## src/rtl/keypad_pkg.sv

```systemverilog
// Shared types and constants for the keypad front end of the timer datapath.
package keypad_pkg;

  localparam int KEY_COUNT = 10;
  localparam int DIGIT_W   = 4;

  // Debounce/accept sequencing for one physical press.
  typedef enum logic [2:0] {
    IDLE,
    PRESS_WAIT,
    PULSE,
    HELD,
    RELEASE_WAIT
  } state_e;

  // What the synchronized key vector looks like this cycle.
  typedef enum logic [1:0] {
    KS_NONE,
    KS_SINGLE,
    KS_MULTI
  } ks_class_e;

  // Width of a counter that must reach DEBOUNCE_CYCLES: CNT_W = $clog2(DEBOUNCE_CYCLES+1).
  function automatic int cnt_width(input int cycles);
    return $clog2(cycles + 1);
  endfunction

endpackage

```

## src/rtl/keypad_sync.sv

```systemverilog
// Multi-stage synchronizer for a vector of asynchronous button lines.
// Generic in width so the door/start buttons can share it.
module keypad_sync
  import keypad_pkg::*;
#(
  parameter int WIDTH  = KEY_COUNT,
  parameter int STAGES = 2
) (
  input  logic             clock,
  input  logic             clrn,
  input  logic [WIDTH-1:0] din,
  output logic [WIDTH-1:0] dout
);

  logic [WIDTH-1:0] stage_q [STAGES];
  logic [WIDTH-1:0] stage_d [STAGES];

  // Each stage takes the previous one; stage 0 takes the raw lines.
  always_comb begin
    stage_d[0] = din;
    for (int i = 1; i < STAGES; i++) begin
      stage_d[i] = stage_q[i-1];
    end
  end

  // Shift the chain; every stage clears so no stale key survives reset.
  // NOTE: an array of flops is still state -- clear every element in the
  // reset branch, or a pre-reset key press can leak out after clrn rises.
  always_ff @(posedge clock or negedge clrn) begin
    if (!clrn) begin
      for (int i = 0; i < STAGES; i++) begin
        stage_q[i] <= '0;
      end
    end else begin
      // NOTE: non-blocking (<=) so every stage samples its neighbour's
      // old value; blocking here would collapse the chain into one flop.
      for (int i = 0; i < STAGES; i++) begin
        stage_q[i] <= stage_d[i];
      end
    end
  end

  assign dout = stage_q[STAGES-1];

endmodule

```

## src/rtl/keypad_encoder.sv

```systemverilog
// 10-key decimal keypad front end: synchronizes and debounces the key lines,
// then emits one BCD digit with a one-clock active-low load strobe per press.
module keypad_encoder
  import keypad_pkg::*;
#(
  parameter int DEBOUNCE_CYCLES = 4,
  parameter int SYNC_STAGES     = 2
) (
  input  logic                 clock,
  input  logic                 clrn,
  input  logic [KEY_COUNT-1:0] keypad,
  output logic [DIGIT_W-1:0]   data,
  output logic                 loadn,
  output logic                 key_held
);

  localparam int               CNT_W   = cnt_width(DEBOUNCE_CYCLES);
  localparam logic [CNT_W-1:0] CNT_MAX = CNT_W'(DEBOUNCE_CYCLES);

  logic [KEY_COUNT-1:0] ks;
  logic [KEY_COUNT-1:0] ks_prev_q;
  ks_class_e            ks_class;
  logic [DIGIT_W-1:0]   ks_digit;
  logic                 stable;

  logic [CNT_W-1:0]     cnt_q, cnt_d;
  state_e               state_q, state_d;
  logic [DIGIT_W-1:0]   data_q, data_d;
  logic                 loadn_q, loadn_d;
  logic                 key_held_q, key_held_d;

  keypad_sync #(
    .WIDTH  (KEY_COUNT),
    .STAGES (SYNC_STAGES)
  ) u_sync (
    .clock (clock),
    .clrn  (clrn),
    .din   (keypad),
    .dout  (ks)
  );

  // Classify the synchronized vector and encode the lone set bit, if any.
  // NOTE: every output gets a default at the top so no path leaves one
  // unassigned -- otherwise synthesis infers a latch.
  always_comb begin
    ks_class = KS_MULTI;
    ks_digit = '0;
    if (ks == '0) begin
      ks_class = KS_NONE;
    end else if ((ks & (ks - KEY_COUNT'(1))) == '0) begin
      ks_class = KS_SINGLE;
    end
    for (int i = 0; i < KEY_COUNT; i++) begin
      if (ks[i]) begin
        ks_digit = DIGIT_W'(i);
      end
    end
  end

  // Count how long ks has held unchanged, saturating at the debounce length.
  always_comb begin
    if (ks != ks_prev_q) begin
      cnt_d = '0;
    end else if (cnt_q != CNT_MAX) begin
      cnt_d = cnt_q + CNT_W'(1);
    end else begin
      cnt_d = cnt_q;
    end
  end

  assign stable = (cnt_q == CNT_MAX);

  // Press/release sequencing; outputs are decoded from the next state so they
  // come straight out of flops.
  always_comb begin
    state_d = state_q;
    unique case (state_q)
      IDLE: begin
        if (ks_class == KS_SINGLE) state_d = PRESS_WAIT;
      end
      PRESS_WAIT: begin
        if (ks_class == KS_NONE)                 state_d = IDLE;
        else if (ks_class == KS_SINGLE && stable) state_d = PULSE;
      end
      PULSE: begin
        state_d = HELD;
      end
      HELD: begin
        // Rollover to other keys is ignored until everything is released.
        if (ks_class == KS_NONE) state_d = RELEASE_WAIT;
      end
      RELEASE_WAIT: begin
        if (ks_class != KS_NONE) state_d = HELD;
        else if (stable)         state_d = IDLE;
      end
      default: begin
        state_d = IDLE;
      end
    endcase

    loadn_d    = (state_d != PULSE);
    key_held_d = (state_d inside {PULSE, HELD, RELEASE_WAIT});
    data_d     = (state_q == PRESS_WAIT && state_d == PULSE) ? ks_digit : data_q;
  end

  // All encoder state and registered outputs.
  always_ff @(posedge clock or negedge clrn) begin
    if (!clrn) begin
      state_q    <= IDLE;
      cnt_q      <= '0;
      ks_prev_q  <= '0;
      data_q     <= '0;
      loadn_q    <= 1'b1;
      key_held_q <= 1'b0;
    end else begin
      state_q    <= state_d;
      cnt_q      <= cnt_d;
      ks_prev_q  <= ks;
      data_q     <= data_d;
      loadn_q    <= loadn_d;
      key_held_q <= key_held_d;
    end
  end

  assign data     = data_q;
  assign loadn    = loadn_q;
  assign key_held = key_held_q;

endmodule
```

## config.mk

```make
export PLATFORM = sky130hd
export DESIGN_NAME = keypad_encoder
export DESIGN_NICKNAME = d
export VERILOG_FILES = /design/src/rtl/keypad_pkg.sv /design/src/rtl/keypad_sync.sv /design/src/rtl/keypad_encoder.sv
export SDC_FILE = /design/constraint.sdc
export NUM_CORES = 1
export LEC_CHECK = 0
export ABC_CLOCK_PERIOD_IN_PS = 5400
export CORE_MARGIN = 1.5
export CORE_UTILIZATION = 55
export CTS_CLUSTER_DIAMETER = 150
export DETAILED_ROUTE_END_ITERATION = 6
export MAX_ROUTING_LAYER = met4
export PLACE_DENSITY = 0.78
export SLEW_MARGIN = 10
export SYNTH_ARGS = -nofsm -noshare
export SYNTH_HDL_FRONTEND = slang
export SYNTH_SLANG_ARGS = --single-unit
```

## constraint.sdc

```tcl
create_clock -name clock -period 5.4 [get_ports clock]
set_input_delay 1.62 -clock clock [delete_from_list [all_inputs] [get_ports clock]]
set_output_delay 1.62 -clock clock [all_outputs]
set_load 0.02 [all_outputs]
```

* Word level (Yosys, flattened, before mapping)
Cells that the tools add are included.
Word-level totals: bits in registers 42, input port bits 12, output and inout bits 6, word-level logic and storage cells 52
Cells by class: add/sub/neg operators 2, equality and inequality tests 12, mux-type cells 20, bitwise operators 1, reduce and logical (&&, ||, !) cells 9
Operators by type and width (number):
- 4-bit two-way mux | 8
- 3-bit two-way mux | 8
- 10-bit logical NOT | 2
- 3-bit case mux with 5 select lines | 1
- 3-bit by 2-bit equality test with 1-bit output (second input constant) | 4
- 10-bit bitwise AND | 1
- 10-bit != test | 1
- 10-bit by 1-bit subtractor with 10-bit output (second input constant) | 1
- 3-bit equality test (second input constant) | 3
- 2-bit two-way mux | 2
- 2-bit nonzero test | 2
- 3-bit by 1-bit adder with 3-bit output (second input constant) | 1
- 3-bit by 1-bit equality test with 1-bit output (second input constant) | 1
- 3-bit logical NOT | 1
- 3-bit by 2-bit != test with 1-bit output (second input constant) | 1
- 3-bit != test (second input constant) | 1
- 3-bit nonzero test | 1
- 2-bit by 1-bit equality test with 1-bit output (second input constant) | 1
- 1-bit logical AND | 2
- 2-bit logical NOT | 1
- 1-bit two-way mux | 1

* Longest topological paths before layout
Gate-level depths: netlist (run 1).
depth in word-level cells 12, mapped depth 8

* Modules after synthesis
Synthesis (run 1) repeated with hierarchy kept, for this count alone.
Unflattened totals: cells, all modules 127, area, all modules 1622.8 µm²
By module, submodules not included:
- keypad_encoder | instances 1, cells an instance 107, area an instance 1122.3 µm²
- keypad_sync | instances 1, cells an instance 20, area an instance 500.5 µm²

* Worst setup path after synthesis (run 1)
No wires, ideal clock.
path type register to output, start point register loadn_q, in the netlist loadn, end point output port loadn, arrival time 0.554 ns, data required time 3.780 ns, slack 3.226 ns, cell stages (with the launch flop) 1, path buffers 0, cell sequence dfstp_2
RTL lines:
- from (decl) | line keypad_encoder.sv:29 | logic loadn_q, loadn_d;
- from (signal assigned) | line keypad_encoder.sv:120 | loadn_q <= loadn_d;
- to (decl) | line keypad_encoder.sv:13 | output logic loadn,
No word-level cell between the ends.

* Final worst setup path (run 1)
start point register loadn_q, in the netlist loadn, end point output port loadn
No word-level cell between the ends.

==> metrics.txt, run 1 <==
DRC viols=0; EDFF count, synth=0; Rel. slew slack=between 40% and 50%; P_sw=0.125 mW; CTS Hold Buffers Added=0; wire per inst=14.2 um; die extent in x=57.3 um; clk buf depth=2; synth unique cells=29; worst clock skew=about 9.9 ps; worst slew pin tran=876 ps; Setup violations, final=0; status=completed; FMAX=around 0.32 GHz; PortBufs=17; PwrDens=278 nW/um2; fraction of registers with async set/reset=100%; first-pass GRT wire length=roughly 4.4 mm; Synth warnings=0; setup slack at placement=~2700 ps; vias in the first global route=a little over 1k; Peak VDD IR=0.223 mV; buffer count from post-CTS setup fixing=0; power share of the combinational group=5.8%; final instance area=1860 um2; layout cells sized above 1=12.8%; Avg Cell Area, Syn=approximately 13 um2; final period utilization=57.7%; slowest stage delay, CP=just under 600 ps; largest net degree at the start of global routing=43; antenna cells=0; register area share after synthesis=64.8%; Yosys reg bits=42; HPWL Detailed=1.81 mm; most frequent cells in the layout=dfrtp_1, clkdlybuf4s50_1, nor2_1, a21oi_1, xor2_1; Routed met1 length=1.08 mm; HP Class=reg2reg; worst skew pair latency=350 ps; Worst-path clk slew=around 120 ps; Avg Vias per Cell=~5.7; syn nets=between 100 and 150; share of the synthesized area in the top cell type=63.2%; CTS tree=done; Overall Power=a little over 0.5 mW; Iter 0 DRT Violations=41; RSZ-0062 raised after global routing=no; Max Cap Viol=0; Worst Path Max Fanout=1; initial core utilization=approximately 58%; final wirelength=2.56 mm; placed instance area=1810 um2; WP data required=3780 ps; Mapped Cells=127; sequential share of power=roughly two thirds; Layout Nets=163; Hold Vio Cnt, Final=0; Synth Cell Area=around 1600 um2; clk root buf=clkbuf_4; ys flop type=dfrtp_1; Global Route Usage Sum=18.9%; Crit-path slowest cell=clkdlybuf4s50_1; Tmin final=3120 ps; WL met2=1.30 mm; clk sinks=42; cts bufs inserted=5; total core area=2780 um2; I/O pins=18; num rows=19; RePlAce Congestion=0.842; CP top delay family=buffers and inverters; Pleak=0.810 nW; Setup CP Type=reg2out; clock share of power=between 20% and 30%; global route total overflow=0; kind of end point of the critical path=output port; Yosys top cell by area=dfrtp_1; WP data arrival=1500 ps; post-route setup slack=around 2300 ps; Internal=0.391 mW; Met3 Wirelength=92 um; antenna violations before repair=0; Net Sw Frac=24.3%; Die Span Y=57.3 um; DR vias=1028; commonest non-fill, non-tap cell in the layout=dfrtp_1; worst hold slack=359 ps; H-tree depth=2; top sig layer=met4; Antenna Violating Nets Remaining=0; Die Area=3290 um2; post_cts resized=0; CP cell instances=clkdlybuf4s50_1; top cells by area, synth=dfrtp_1, mux2_4, xor2_1; Sum Neg Setup Slack=0 ps; Pre-antenna DRT Iters=4; type of origin of the critical path=flip-flop; Slew Limit Fails=0; area grow syn2layout=14.6%; Worst Path Buf+Inv=1
## cell families (layout without fill, tap and decap cells)
family	Yosys count	count (layout)	synth area share (%)
multiplexers	5	5	4.63
adder cells (fa/ha/maj)	2	2	1.54
AND/OR/NAND/NOR	36	36	12.2
AO/OA/AOI/OAI	25	25	8.79
XOR/XNOR	11	11	5.94
flip-flops	42	42	64.8
buffers and inverters	6	28	2.08
## stage by stage
step / cells / util, %
4_1_cts: 180 / 66.9
2_1_floorplan: 127 / -
5_1_grt: 180 / 66.9
6_report: 180 / 66.9
3_5_place_dp: 173 / 65.0
3_3_place_gp: 173 / 65.0
## final timing paths
path,from,to,cells after the start,slack [ps]
min in group asynchronous,clrn,state_q[0]$_DFF_PN0_,1,1370
hold reg to reg,u_sync.stage_d[3]$_DFF_PN0_,u_sync.dout[3]$_DFF_PN0_,0,360
hold / removal,u_sync.stage_d[3]$_DFF_PN0_,u_sync.dout[3]$_DFF_PN0_,0,360
setup / recovery,loadn$_DFF_PN1_,loadn,1,2280
setup reg to reg,u_sync.dout[4]$_DFF_PN0_,data[0]$_DFFE_PN0P_,6,3060
max in group asynchronous,clrn,ks_prev_q[2]$_DFF_PN0_,1,3480
## sequential cells by signal (all words and copies together) (netlist names)
register and count:
cnt_q 3, data 4, key_held 1, ks_prev_q 10, loadn 1, state_q 3
u_sync.dout 10, u_sync.stage_d 10
## cell type report
| cell class | instances | area, um2 |
|---|---|---|
| Sequential cell | 42 | 1050 |
| Fill cell | 209 | 921 |
| Multi-Input combinational cell | 79 | 537 |
| Timing Repair Buffer | 17 | 165 |
| Tap cell | 31 | 38.8 |
| Clock buffer | 5 | 37.5 |
| Clock inverter | 2 | 15.0 |
| Inverter | 4 | 15.0 |
## synth_stat cells, drive strengths merged (3+ instances only)
cell type,count
a211oi,3
a21oi,11
dfrtp,41
inv,4
mux2,5
nand2,8
nand3,3
nor2,11
nor3,3
nor4,3
o21ai,8
xnor2,3
xor2,8
## power by group through the flow
stage | Sequential, mW | Combinational (mW) | Clock [mW]
after floorplan | 0.344 | 0.0159 | 0
after global placement | 0.347 | 0.0293 | 0
after detailed placement | 0.349 | 0.0307 | 0
after CTS | 0.343 | 0.0308 | 0.151
after global routing | 0.345 | 0.0340 | 0.163
final | 0.342 | 0.0300 | 0.144
## routing by layer
| layer | global-route usage (%) | vias to the layer above |
|---|---|---|
| met5 | - | - |
| met4 | 13.3 | 0 |
| met3 | 4.99 | 10 |
| met2 | 28.9 | 25 |
| met1 | 21.7 | 517 |
| li1 | - | 476 |
(Power assumes the default switching activity.)
==> inputs of run 2 (changes only) <==
Settings changed: ABC_CLOCK_PERIOD_IN_PS 5400 to 2600, CORE_UTILIZATION 55 to 49, PLACE_DENSITY 0.78 to 0.74.
Clock period 5.4 ns to 2.6 ns, I/O delays scaled along.
==> run 2 against run 1 <==
  * Sequential power rose by 110%
  * First-iteration DRC count is 56% higher
  * Routed wire length increased by 3.3%
  * Flip-flop and latch count stayed put
  * Worst hold slack about the same
  * Highest routed layer unchanged
  * Critical endpoint is now data[3]$_DFFE_PN0P_
  * Final area rose by 5.2%
==> metrics.txt, run 2 (synthesis results as in run 1) <==
final period utilization=a little under 90%; commonest non-fill, non-tap cell in the layout=dfrtp_1; DR vias=1018; post_cts resized=0; Slew Limit Fails=0; Peak VDD IR=0.399 mV; setup slack at placement=approximately 320 ps; placed cells=189; first-pass GRT wire length=between 4 and 5 mm; area grow syn2layout=20.7%; HP Class=reg2reg; antenna cells=0; WP data arrival=2540 ps; worst clock skew=8.09 ps; RePlAce Congestion=~0.94; layout cells sized above 1=15.0%; Worst R2R Setup Slack=300 ps; wire per inst=13.4 um; worst slew pin tran=498 ps; P_sw=0.263 mW; placed instance area=1850 um2; most frequent cells in the layout=dfrtp_1, clkdlybuf4s50_1, nor2_1, a21oi_1, xor2_1; post-route setup slack=302 ps; Rel. slew slack=66.8%; FMAX=between 0.4 and 0.5 GHz; vias in the first global route=987; largest net degree at the start of global routing=24; Crit-path slowest cell=dfrtp_1; Iter 0 DRT Violations=64; Worst Path Max Fanout=7; Setup violations, final=0; sequential share of power=54.4%; Die Span Y=60.6 um; cts bufs inserted=5; Max Cap Viol=0; multi-input combinational cell area=537 um2; CTS tree=done; Pre-antenna DRT Iters=4; final instance area=about 2000 um2; post-route insts no fill=197; Avg Vias per Cell=5.17; buffer count from post-CTS setup fixing=0; PwrDens=666 nW/um2; CP cell instances=nor3_1 > nand2_2 > mux2_4 > o21ai_2 > nand4bb_1 > mux2_4; clk buf depth=2; Global Route Usage Sum=17.9%; DRC viols=0; final wirelength=2.65 mm; H-tree depth=2; type of origin of the critical path=flip-flop; Overall Power=1.30 mW; PortBufs=17; global route total overflow=0; num rows=20; RSZ-0062 raised after global routing=no; CTS Hold Buffers Added=0; Layout Nets=166; Sum Neg Setup Slack=0 ps; Setup CP Type=reg2reg; Die Area=3670 um2; slowest stage delay, CP=460 ps; HPWL Detailed=about 1.9 mm; Pleak=0.860 nW; kind of end point of the critical path=flip-flop; Internal=roughly 1.0 mW; clk sinks=42; WP data required=2840 ps; Worst-path clk slew=~120 ps; Tmin final=2300 ps; Fillers=249; worst skew pair latency=340 ps; Antenna Violating Nets Remaining=0; I/O pins=18; power share of the combinational group=5.3%; total core area=between 3000 and 4000 um2; status=completed; Top cell by count, worst path=mux2_4; initial core utilization=52.3%; clock share of power=between 40% and 50%; Register Area=roughly 1100 um2; Hold Vio Cnt, Final=0; Net Sw Frac=about a fifth; die extent in x=60.6 um; clk root buf=clkbuf_4; antenna violations before repair=0
-- run 2: routing by layer --
metal / part of all wire [%] / track usage (%) / vias to the layer above
li1: - / - / 484
met4: 3.3 / 9.94 / 0
met1: 43 / 22.2 / 496
met5: 0 / - / -
met2: 50 / 26.9 / 29
met3: 4.1 / 4.48 / 9
-- run 2: worst max-delay path: cells and delay by family (launching register included) --
family,cells,cell delay (ps)
AOI/OAI and AO/OA,1,160
DFF,1,460
muxes,2,660
and+or+nand+nor,3,930
-- run 2: metrics by stage --
step                utilization, %  hold slack (ps)
global route                  63.1              371
global placement              59.5              332
CTS                           63.1              363
detailed placement            59.5              336
floorplan                        -              331
finish                        63.1              359
-- run 2: layout make-up --
| class | count | area share, % |
|---|---|---|
| clock buffer | 6 | 2.62 |
| timing repair buffer | 20 | 9.58 |
| sequential | 42 | 53.7 |
| clock inverter | 2 | 3.07 |
| multi-input combinational | 79 | 27.4 |
| tap | 44 | 2.81 |
| inverter | 4 | 0.767 |
-- run 2: power by group through the flow --
stage | Sequential (mW) | Combinational [mW] | Clock (mW)
finish | 0.709 | 0.0687 | 0.527
global route | 0.713 | 0.0774 | 0.571
CTS | 0.709 | 0.0701 | 0.540
detailed placement | 0.722 | 0.0699 | 0
global placement | 0.719 | 0.0686 | 0
floorplan | 0.715 | 0.0329 | 0
-- run 2: worst paths after layout --
| check | startpoint | end | depth (start not counted) |
|---|---|---|---|
| worst min-delay path | u_sync.stage_d[3]$_DFF_PN0_ | u_sync.dout[3]$_DFF_PN0_ | 0 |
| max in group asynchronous | clrn | loadn$_DFF_PN1_ | 2 |
| worst min register to register | u_sync.stage_d[3]$_DFF_PN0_ | u_sync.dout[3]$_DFF_PN0_ | 0 |
| worst max register to register | u_sync.dout[2]$_DFF_PN0_ | data[3]$_DFFE_PN0P_ | 6 |
| min in group asynchronous | clrn | ks_prev_q[6]$_DFF_PN0_ | 1 |
| worst max-delay path | u_sync.dout[2]$_DFF_PN0_ | data[3]$_DFFE_PN0P_ | 6 |
==> inputs of run 3 (changes only) <==
Settings changed: ABC_CLOCK_PERIOD_IN_PS 2600 to 2540, CORE_UTILIZATION 49 to 54, PLACE_DENSITY 0.74 to 0.77.
Clock period 2.6 ns to 2.54 ns, I/O delays scaled along.
==> run 3 against run 2 <==
  * Clock-buffer cell count stayed put
  * Routed wire length about the same
  * Cell count decreased by 7.6%
  * Clock power down 33%
  * Setup slack got worse by 60 ps
  * Register-to-register slack got worse by 60 ps
  * Sequential power is 2% higher
  * Worst hold slack better by 2.6 ps
  * Critical path depth unchanged
  * Non-clock buffer count down 2
  * Combinational power is 2% lower
  * Largest cell class unchanged
==> metrics.txt, run 3 (synthesis results as in run 1) <==
clk sinks=between 40 and 50; num rows=19; HP Start=u_sync.stage_d[9]$_DFF_PN0_; kind of end point of the critical path=flip-flop; DRC viols=0; wire per inst=14.6 um; Slew Limit Fails=0; FMAX=0.435 GHz; die extent in x=slightly below 60 um; HP Class=reg2reg; antenna violations before repair=0; WP data arrival=about 2600 ps; met2 GRT Util=30.2%; CP top delay family=simple AND/OR/NAND/NOR gates; Overall Power=1.15 mW; Setup violations, final=0; cts bufs inserted=5; Worst-path clk slew=between 100 and 150 ps; Peak VDD IR=0.486 mV; RePlAce Congestion=0.783; worst hold slack=362 ps; vias in the first global route=1052; largest net degree at the start of global routing=43; total core area=2810 um2; post-route insts no fill=182; Setup CP Type=reg2reg; worst clock skew=14.0 ps; Rel. slew slack=approximately two fifths; PwrDens=around 610 nW/um2; Antenna Violating Nets Remaining=0; post_cts resized=0; WP data required=2800 ps; R2R Path End=data[1]$_DFFE_PN0P_; Sum Neg Setup Slack=0 ps; FF-to-FF path depth=6; placed cells=174; DR vias=1017; CP Depth=6; Global Route Usage Sum=19.5%; Tmin final=2300 ps; first-pass GRT wire length=~4.6 mm; Pleak=between 0.8 and 0.9 nW; clk buf depth=2; M1 GR Usage=between 20% and 30%; Die Area=3340 um2; area grow syn2layout=16.0%; Layout Nets=164; WHS Endpoint=u_sync.dout[9]$_DFF_PN0_; GRT busiest layer=met2; final period utilization=90.5%; met3 GRT Util=6.25%; status=completed; buffer count from post-CTS setup fixing=0; antenna cells=0; I/O pins=18; Hold Vio Cnt, Final=0; final wirelength=2.65 mm; Pre-antenna DRT Iters=4; Fillers=209; Iter 0 DRT Violations=78; CP cell instances=nor4_4 > nand2_2 > mux2_4 > o21ai_2 > nand4bb_1 > mux2_4; commonest non-fill, non-tap cell in the layout=dfrtp_1; Die Span Y=57.8 um; Crit-path slowest cell=dfrtp_1; worst slew pin tran=884 ps; slowest stage delay, CP=500 ps; worst skew pair latency=between 300 and 400 ps; Max Cap Viol=0; global route total overflow=0; Worst R2R Setup Slack=between 200 and 250 ps; PortBufs=17; initial core utilization=between 50% and 60%; Worst Path Buf+Inv=0; FF-to-FF Start=u_sync.dout[4]$_DFF_PN0_; Worst Path Max Fanout=7; H-tree depth=2; CTS Hold Buffers Added=0; most frequent cells in the layout=dfrtp_1, clkdlybuf4s50_1, nor2_1, a21oi_1, xor2_1; Top cell by count, worst path=mux2_4; HPWL Detailed=approximately 1.8 mm; layout cells sized above 1=roughly 14%; Avg Vias per Cell=5.59; type of origin of the critical path=flip-flop; clk root buf=clkbuf_4; RSZ-0062 raised after global routing=no; Hold Path Cell Cnt=0; CTS tree=done
run 3: layout make-up:
type	instances	area [um2]	area share, %
flip-flops and latches	42	1050	55.9
multi-input cells	79	537	28.5
repair buffers	18	173	9.17
clock buffers	6	51.3	2.72
well taps	31	38.8	2.06
clock inverters	2	16.3	0.864
inverters	4	15.0	0.797
run 3: worst max path at each step:
stage,slack [ps],to,start
floorplan,520,data[0]$_DFFE_PN0P_,u_sync.dout[4]$_DFF_PN0_
global placement,350,data[0]$_DFFE_PN0P_,u_sync.dout[4]$_DFF_PN0_
detailed placement,250,data[1]$_DFFE_PN0P_,u_sync.dout[4]$_DFF_PN0_
CTS,220,data[1]$_DFFE_PN0P_,u_sync.dout[4]$_DFF_PN0_
global route,90,data[1]$_DFFE_PN0P_,u_sync.dout[2]$_DFF_PN0_
finish,240,data[1]$_DFFE_PN0P_,u_sync.dout[4]$_DFF_PN0_
run 3: worst register-to-register path: stages, from the launching register on:
cell	delay, ps
dfrtp_1	500
nor4_4	380
nand2_2	120
mux2_4	320
o21ai_2	160
nand4bb_1	390
mux2_4	340
run 3: per-stage QoR:
step	util [%]	setup slack (ps)	cell area (um2)
after floorplan	-	516	1620
after global placement	64.7	349	1820
after detailed placement	64.7	255	1820
after CTS	67.1	220	1880
after global routing	67.1	86.1	1880
final	67.1	242	1880
run 3: power breakdown:
group          switching (mW)  internal [mW]  total [mW]  leakage [nW]
sequential             0.0300          0.696       0.726         0.512
clock                   0.216          0.138       0.354        0.0349
combinational          0.0326         0.0347      0.0673         0.279
run 3: metal layers:
layer  up-vias  share of wire (%)
li1        478                  -
met1       502                 43
met2        28                 49
met3         9                4.6
met4         0                3.2
met5         -                  0
